--- src/rtl/cpu_pkg.sv ---
// rtl/cpu_pkg.sv - shared fetch-path types and constants
package cpu_pkg;
    localparam int ILEN = 32;
    localparam logic [ILEN-1:0] PC_STEP = 32'd4;

    typedef enum logic [1:0] {IDLE, REQ, FLUSH, FAULT} fetch_state_t;

    typedef struct packed {
        logic [ILEN-1:0] pc;
        logic [ILEN-1:0] instr;
    } fetch_entry_t;
endpackage

--- src/rtl/fetch_fifo.sv ---
// rtl/fetch_fifo.sv - prefetch buffer of {pc,instr} entries with flush
module fetch_fifo
    import cpu_pkg::*;
#(
    parameter int DEPTH = 2,
    localparam int AW = $clog2(DEPTH),
    localparam int CW = AW + 1
) (
    input  logic          clk,
    input  logic          reset_n,
    input  logic          push,
    input  fetch_entry_t  push_data,
    input  logic          pop,
    input  logic          flush,
    output fetch_entry_t  head_data,
    output logic          full,
    output logic          empty,
    output logic [CW-1:0] count
);
    fetch_entry_t  mem [DEPTH];
    logic [AW-1:0] wr_ptr;
    logic [AW-1:0] rd_ptr;
    logic          do_push;
    logic          do_pop;

    always_comb begin
        full      = (count == CW'(DEPTH));
        empty     = (count == '0);
        do_pop    = pop && !empty;
        do_push   = push && (!full || do_pop);
        head_data = empty ? '0 : mem[rd_ptr];
    end

    always_ff @(posedge clk or negedge reset_n) begin
        if (!reset_n) begin
            wr_ptr <= '0;
            rd_ptr <= '0;
            count  <= '0;
        end else if (flush) begin
            wr_ptr <= '0;
            rd_ptr <= '0;
            count  <= '0;
        end else begin
            if (do_push) wr_ptr <= wr_ptr + AW'(1);
            if (do_pop)  rd_ptr <= rd_ptr + AW'(1);
            count <= count + CW'(do_push) - CW'(do_pop);
        end
    end

    always_ff @(posedge clk) begin
        if (do_push && !flush) mem[wr_ptr] <= push_data;
    end
endmodule

--- src/rtl/instruction_fetch_unit.sv ---
// rtl/instruction_fetch_unit.sv - PC generation, imem req/ack handshake and IR load
module instruction_fetch_unit
    import cpu_pkg::*;
#(
    parameter logic [31:0] RESET_PC = 32'h0000_0000,
    parameter int          DEPTH    = 2
) (
    input  logic        clk,
    input  logic        reset_n,
    input  logic        fetch_en,
    input  logic        redirect_valid,
    input  logic [31:0] redirect_pc,
    output logic        imem_req,
    output logic [31:0] imem_addr,
    input  logic        imem_ack,
    input  logic [31:0] imem_rdata,
    input  logic        ir_stall,
    output logic        ir_write,
    output logic [31:0] instruction_out,
    output logic [31:0] pc_out,
    output logic        fetch_fault
);
    localparam int CW = $clog2(DEPTH) + 1;

    fetch_state_t  state;
    logic [31:0]   pc;
    logic [CW-1:0] count;
    logic [CW-1:0] count_after_ack;
    logic          full;
    logic          empty;
    logic          push;
    logic          space_after_ack;
    logic          aligned;
    fetch_entry_t  push_data;
    fetch_entry_t  head;

    always_comb begin
        ir_write        = !empty && !ir_stall && !redirect_valid;
        push            = (state == REQ) && imem_ack && !redirect_valid;
        push_data.pc    = pc;
        push_data.instr = imem_rdata;
        // The acked word is no longer outstanding but now occupies a slot.
        count_after_ack = count + CW'(1) - CW'(ir_write);
        space_after_ack = count_after_ack < CW'(DEPTH);
        aligned         = (redirect_pc[1:0] == 2'b00);
        instruction_out = head.instr;
        pc_out          = head.pc;
    end

    fetch_fifo #(.DEPTH(DEPTH)) u_fifo (
        .clk       (clk),
        .reset_n   (reset_n),
        .push      (push),
        .push_data (push_data),
        .pop       (ir_write),
        .flush     (redirect_valid),
        .head_data (head),
        .full      (full),
        .empty     (empty),
        .count     (count)
    );

    always_ff @(posedge clk or negedge reset_n) begin
        if (!reset_n) begin
            state       <= IDLE;
            pc          <= RESET_PC;
            imem_req    <= 1'b0;
            imem_addr   <= RESET_PC;
            fetch_fault <= 1'b0;
        end else if (redirect_valid) begin
            // An un-acked request is never withdrawn; its data is dropped later.
            if (imem_ack) imem_req <= 1'b0;
            if (!aligned) begin
                fetch_fault <= 1'b1;
                state       <= FAULT;
            end else begin
                fetch_fault <= 1'b0;
                pc          <= redirect_pc;
                state       <= (imem_req && !imem_ack) ? FLUSH : IDLE;
            end
        end else begin
            case (state)
                IDLE: if (fetch_en && !full) begin
                    imem_req  <= 1'b1;
                    imem_addr <= pc;
                    state     <= REQ;
                end
                REQ: if (imem_ack) begin
                    pc <= pc + PC_STEP;
                    if (fetch_en && space_after_ack) begin
                        imem_addr <= pc + PC_STEP;
                    end else begin
                        imem_req <= 1'b0;
                        state    <= IDLE;
                    end
                end
                FLUSH: if (imem_ack) begin
                    if (fetch_en) begin
                        imem_addr <= pc;
                        state     <= REQ;
                    end else begin
                        imem_req <= 1'b0;
                        state    <= IDLE;
                    end
                end
                FAULT: if (imem_req && imem_ack) imem_req <= 1'b0;
                default: state <= IDLE;
            endcase
        end
    end
endmodule

--- config.mk ---
export PLATFORM = sky130hd
export DESIGN_NAME = instruction_fetch_unit
export DESIGN_NICKNAME = d
export VERILOG_FILES = /design/src/rtl/cpu_pkg.sv /design/src/rtl/fetch_fifo.sv /design/src/rtl/instruction_fetch_unit.sv
export SDC_FILE = /design/constraint.sdc
export NUM_CORES = 1
export LEC_CHECK = 0
export ABC_AREA = 1
export BUFFER_PORTS_ARGS = -buffer_cell sky130_fd_sc_hd__buf_2
export CAP_MARGIN = 30
export CELL_PAD_IN_SITES_DETAIL_PLACEMENT = 0
export CELL_PAD_IN_SITES_GLOBAL_PLACEMENT = 1
export CORE_UTILIZATION = 35
export CTS_BUF_LIST = sky130_fd_sc_hd__clkbuf_8
export CTS_CLUSTER_DIAMETER = 100
export DETAILED_ROUTE_END_ITERATION = 8
export GPL_TIMING_DRIVEN = 0
export PLACE_DENSITY_LB_ADDON = 0.1
export SLEW_MARGIN = 30
export SYNTH_ARGS = -nofsm -noshare
export SYNTH_HDL_FRONTEND = slang
export SYNTH_HIERARCHICAL = 1
export SYNTH_SLANG_ARGS = --single-unit
--- constraint.sdc ---
create_clock -name clk -period 9.5 [get_ports clk]
set_input_delay 0.475 -clock clk [delete_from_list [all_inputs] [get_ports clk]]
set_output_delay 0.475 -clock clk [all_outputs]
set_load 0.05 [all_outputs]
==> flow_summary_export.csv <==
group,metric,value,unit
power_and_ir_drop,power,0.002838,W
power_and_ir_drop,power.leakage,4.942,nW
setup_path,critPathRequiredTime,9.68,ns
status,status,"completed",
timing,min_period,2.957,ns
logic_synthesis,ys_seq_area_share,59.45,%
logic_synthesis,yosys_most_used_dff,"edfxtp_1",
timing,tightest_slew,0.7410,ns
cts,cts.hold.buffers_added,1,
power_and_ir_drop,netSwitchingFraction,43.76,%
route,viasPerCell,4.766,
timing,fin_worst_skew,0.03073,ns
finish,drive_gt1_share,25.63,%
floorplanning,initial_utilization,36.03,%
timing,finalHoldViolCount,0,
cts,post_cts_buffers,0,
finish,nNetsFinal,1285,
cts,clk_pin_slew,0.11,ns
logic_synthesis,async_flop_share,36.00,%
route,routed_wl,27360,um
finish,syn2layout_area_growth,19.43,%
floorplanning,die_h,166.7,um
finish,register_area,5645,um^2
cts,clock_latency,0.48,ns
route,first_pass_iters,5,
timing,grt_setup_unrepaired,"no",
floorplanning,die_w,166.7,um
timing,max_freq,338.2,MHz
power_and_ir_drop,ir_drop,0.1458,mV
power_and_ir_drop,p_per_area,250.2,nW/um^2
cts,h-tree-depth,4,
cts,root_buffer,"clkbuf_8",
route,wl_per_cell,17.54,um
logic_synthesis,yosysTopAreaCellShare,40.47,%
setup_path,max_stage_delay,0.57,ns
placed_design,port_buffers,168,
cts,cts_max_path_buffers,2,
finish,n_fill_cell,2661,
setup_path,crit_chain,"inv_2 > nand2_4 > inv_2 > buf_2 > nor2_1 > nand2_1 > inv_1 > o21ai_1 > nor3_2 > buf_6 > buf_6 > buf_4 > buf_4",
route,drcViolationCount,0,
cts,numCtsBuffers,17,
route,ant_nets,0,
timing,fin_setup_tns,0,ns
power_and_ir_drop,p_sw,0.001242,W
setup_path,slowest_stage,"nor3_2",
power_and_ir_drop,sequentialPowerShare,44.7,%
grt,grt_max_degree,50,
placed_design,pre_cts_ws,6.459,ns
route,vias,7435,
setup_path,cp-end-kind,"flip-flop",
finish,antenna_cells,0,
cts,tritoncts,"done",
logic_synthesis,syn_area,9497,um^2
placed_design,routabilityCongestion,0.8294,
route,first_iter_violations,494,
placed_design,hpwl,20240,um
power_and_ir_drop,clkPwrFrac,19.4,%
setup_path,path_class,"flip-flop to flip-flop",
cts,cts_sinks,200,
grt,grt_usage,20.38,%
logic_synthesis,synth_cells,1013,
logic_synthesis,yosysTopAreaCell,"edfxtp_1",
logic_synthesis,synth_area_per_cell,9.375,um^2
setup_path,path_max_fanout,10,
timing,worst_slack,6.543,ns
timing,slew_viol_final,0,
grt,antenna_found_initial,0,
setup_path,path_buf_inv,8,
setup_path,startpoint_type,"flip-flop",
setup_path,crit_arrival,3.13,ns
logic_synthesis,synth-seq-cells,200,
worst_hold_path,holdCritPathClass,"input port to flip-flop",
logic_synthesis,synth_cell_types,34,
grt,grt_overflow,0,
timing,fin_crit_sh,31.12,%
logic_synthesis,synth_edf_count,128,
logic_synthesis,synth_nets,1085,
finish,multi_input_area,3316,um^2
logic_synthesis,yosys_warnings,6,
job,cap_violations,0,
timing,finalSetupViolations,0,
floorplanning,rows,59,
timing,maxSlewHeadroom,50.60,%
floorplanning,pin_count,169,
grt,grt_pass1_vias,7254,
power_and_ir_drop,p_comb_share,35.9,%
setup_path,crit_family,"buffers and inverters",
floorplanning,core,26350,um^2
logic_synthesis,ys_top_cells_by_area,"edfxtp_1, dfrtp_1, nand2_1",
grt,grt_pass1_wl,42480,um
cts,post_cts_resized,0,
floorplanning,die_area,27800,um^2
power_and_ir_drop,internal-power,0.001596,W
==> synth_stat cells, types with 2 or more instances <==
cell and number:
o21ai_0 20, dfrtp_1 72, nand2_4 2, buf_2 12, o21ai_1 39, xor2_1 5
o21bai_1 3, xnor2_1 3, inv_1 44, buf_4 13, buf_12 6, nand3_1 63
nand4_1 2, clkbuf_1 8, nand2_2 2, nor2_1 109, mux2i_1 2, o22ai_1 8
a21oi_2 51, nand2_1 371, ha_1 2, buf_1 4, buf_6 2, nand3b_1 6
a21oi_1 19, edfxtp_1 128, inv_2 10
==> cell type report <==
class / count / share of cell area [%]
plain buffers: 45 / 3.045
clock buffers: 17 / 2.063
clock inverters: 14 / 1.390
inverters: 54 / 1.787
multi-input cells: 714 / 29.23
flip-flops and latches: 200 / 49.77
well taps: 335 / 3.696
repair buffers: 181 / 9.013
==> power by group through the flow <==
stage | Combinational, W | Sequential [W] | Clock, W
after floorplan | 0.000543 | 0.00143 | 0
after global placement | 0.00101 | 0.00128 | 0
after detailed placement | 0.00102 | 0.00129 | 0
after CTS | 0.00102 | 0.00127 | 0.000567
after global routing | 0.00111 | 0.00129 | 0.000599
final | 0.00102 | 0.00127 | 0.000550
==> flip-flops by register name, summed over array words and instances (netlist names) <==
register / cells
fetch_fault: 1
imem_addr: 32
imem_req: 1
pc: 32
state: 2
u_fifo/count: 2
u_fifo/mem: 128
u_fifo/rd_ptr: 1
u_fifo/wr_ptr: 1
==> cells by family after synthesis <==
family,count (synthesis),synth area share (%)
mux,2,0.2108
compound gates,143,9.816
simple gates,559,23.75
flops,200,59.45
buf+inv,99,5.771
fa+ha+maj,2,0.2635
xor+xnor,8,0.7378
==> layer usage <==
metal  global-route usage [%]  part of all wire, %
met5                        0                    0
met4                    4.952                  1.3
met3                    3.541                  4.7
met2                    32.92                   47
met1                    28.42                   47
==> final timing paths <==
path | startpoint | end | slack [ns] | depth (start not counted)
max | u_fifo/count[1] | u_fifo/mem[1][19] | 6.54 | 13
min | imem_rdata[29] | u_fifo/mem[1][29] | 0.19 | 1
max reg2reg | u_fifo/count[1] | u_fifo/mem[1][19] | 6.54 | 13
min reg2reg | imem_addr[22] | imem_addr[22] | 0.48 | 2
max in group asynchronous | reset_n | pc[21] | 8.50 | 3
min in group asynchronous | reset_n | imem_addr[4] | 0.41 | 2
==> layout by cell type (no fill, tap or decap), drive strengths merged, types with 8 or more instances in the layout <==
cell type | synthesis | routed
a21oi | 70 | 70
dfrtp | 72 | 72
edfxtp | 128 | 128
buf | 37 | 217
clkbuf | 8 | 25
nand3 | 64 | 64
nand2 | 375 | 375
o21ai | 59 | 59
o22ai | 8 | 8
inv | 54 | 61
nor2 | 111 | 111
==> through the flow <==
stage	hold slack (ns)	util, %	instances	area, um^2
floorplan	0.1794	-	1013	9497
global placement	0.4608	40.82	1516	10760
detailed placement	0.3624	41.51	1528	10940
CTS	0.1603	43.04	1560	11340
global route	0.1440	43.04	1560	11340
finish	0.1897	43.04	1560	11340
Power figures use the tool's default switching activity.
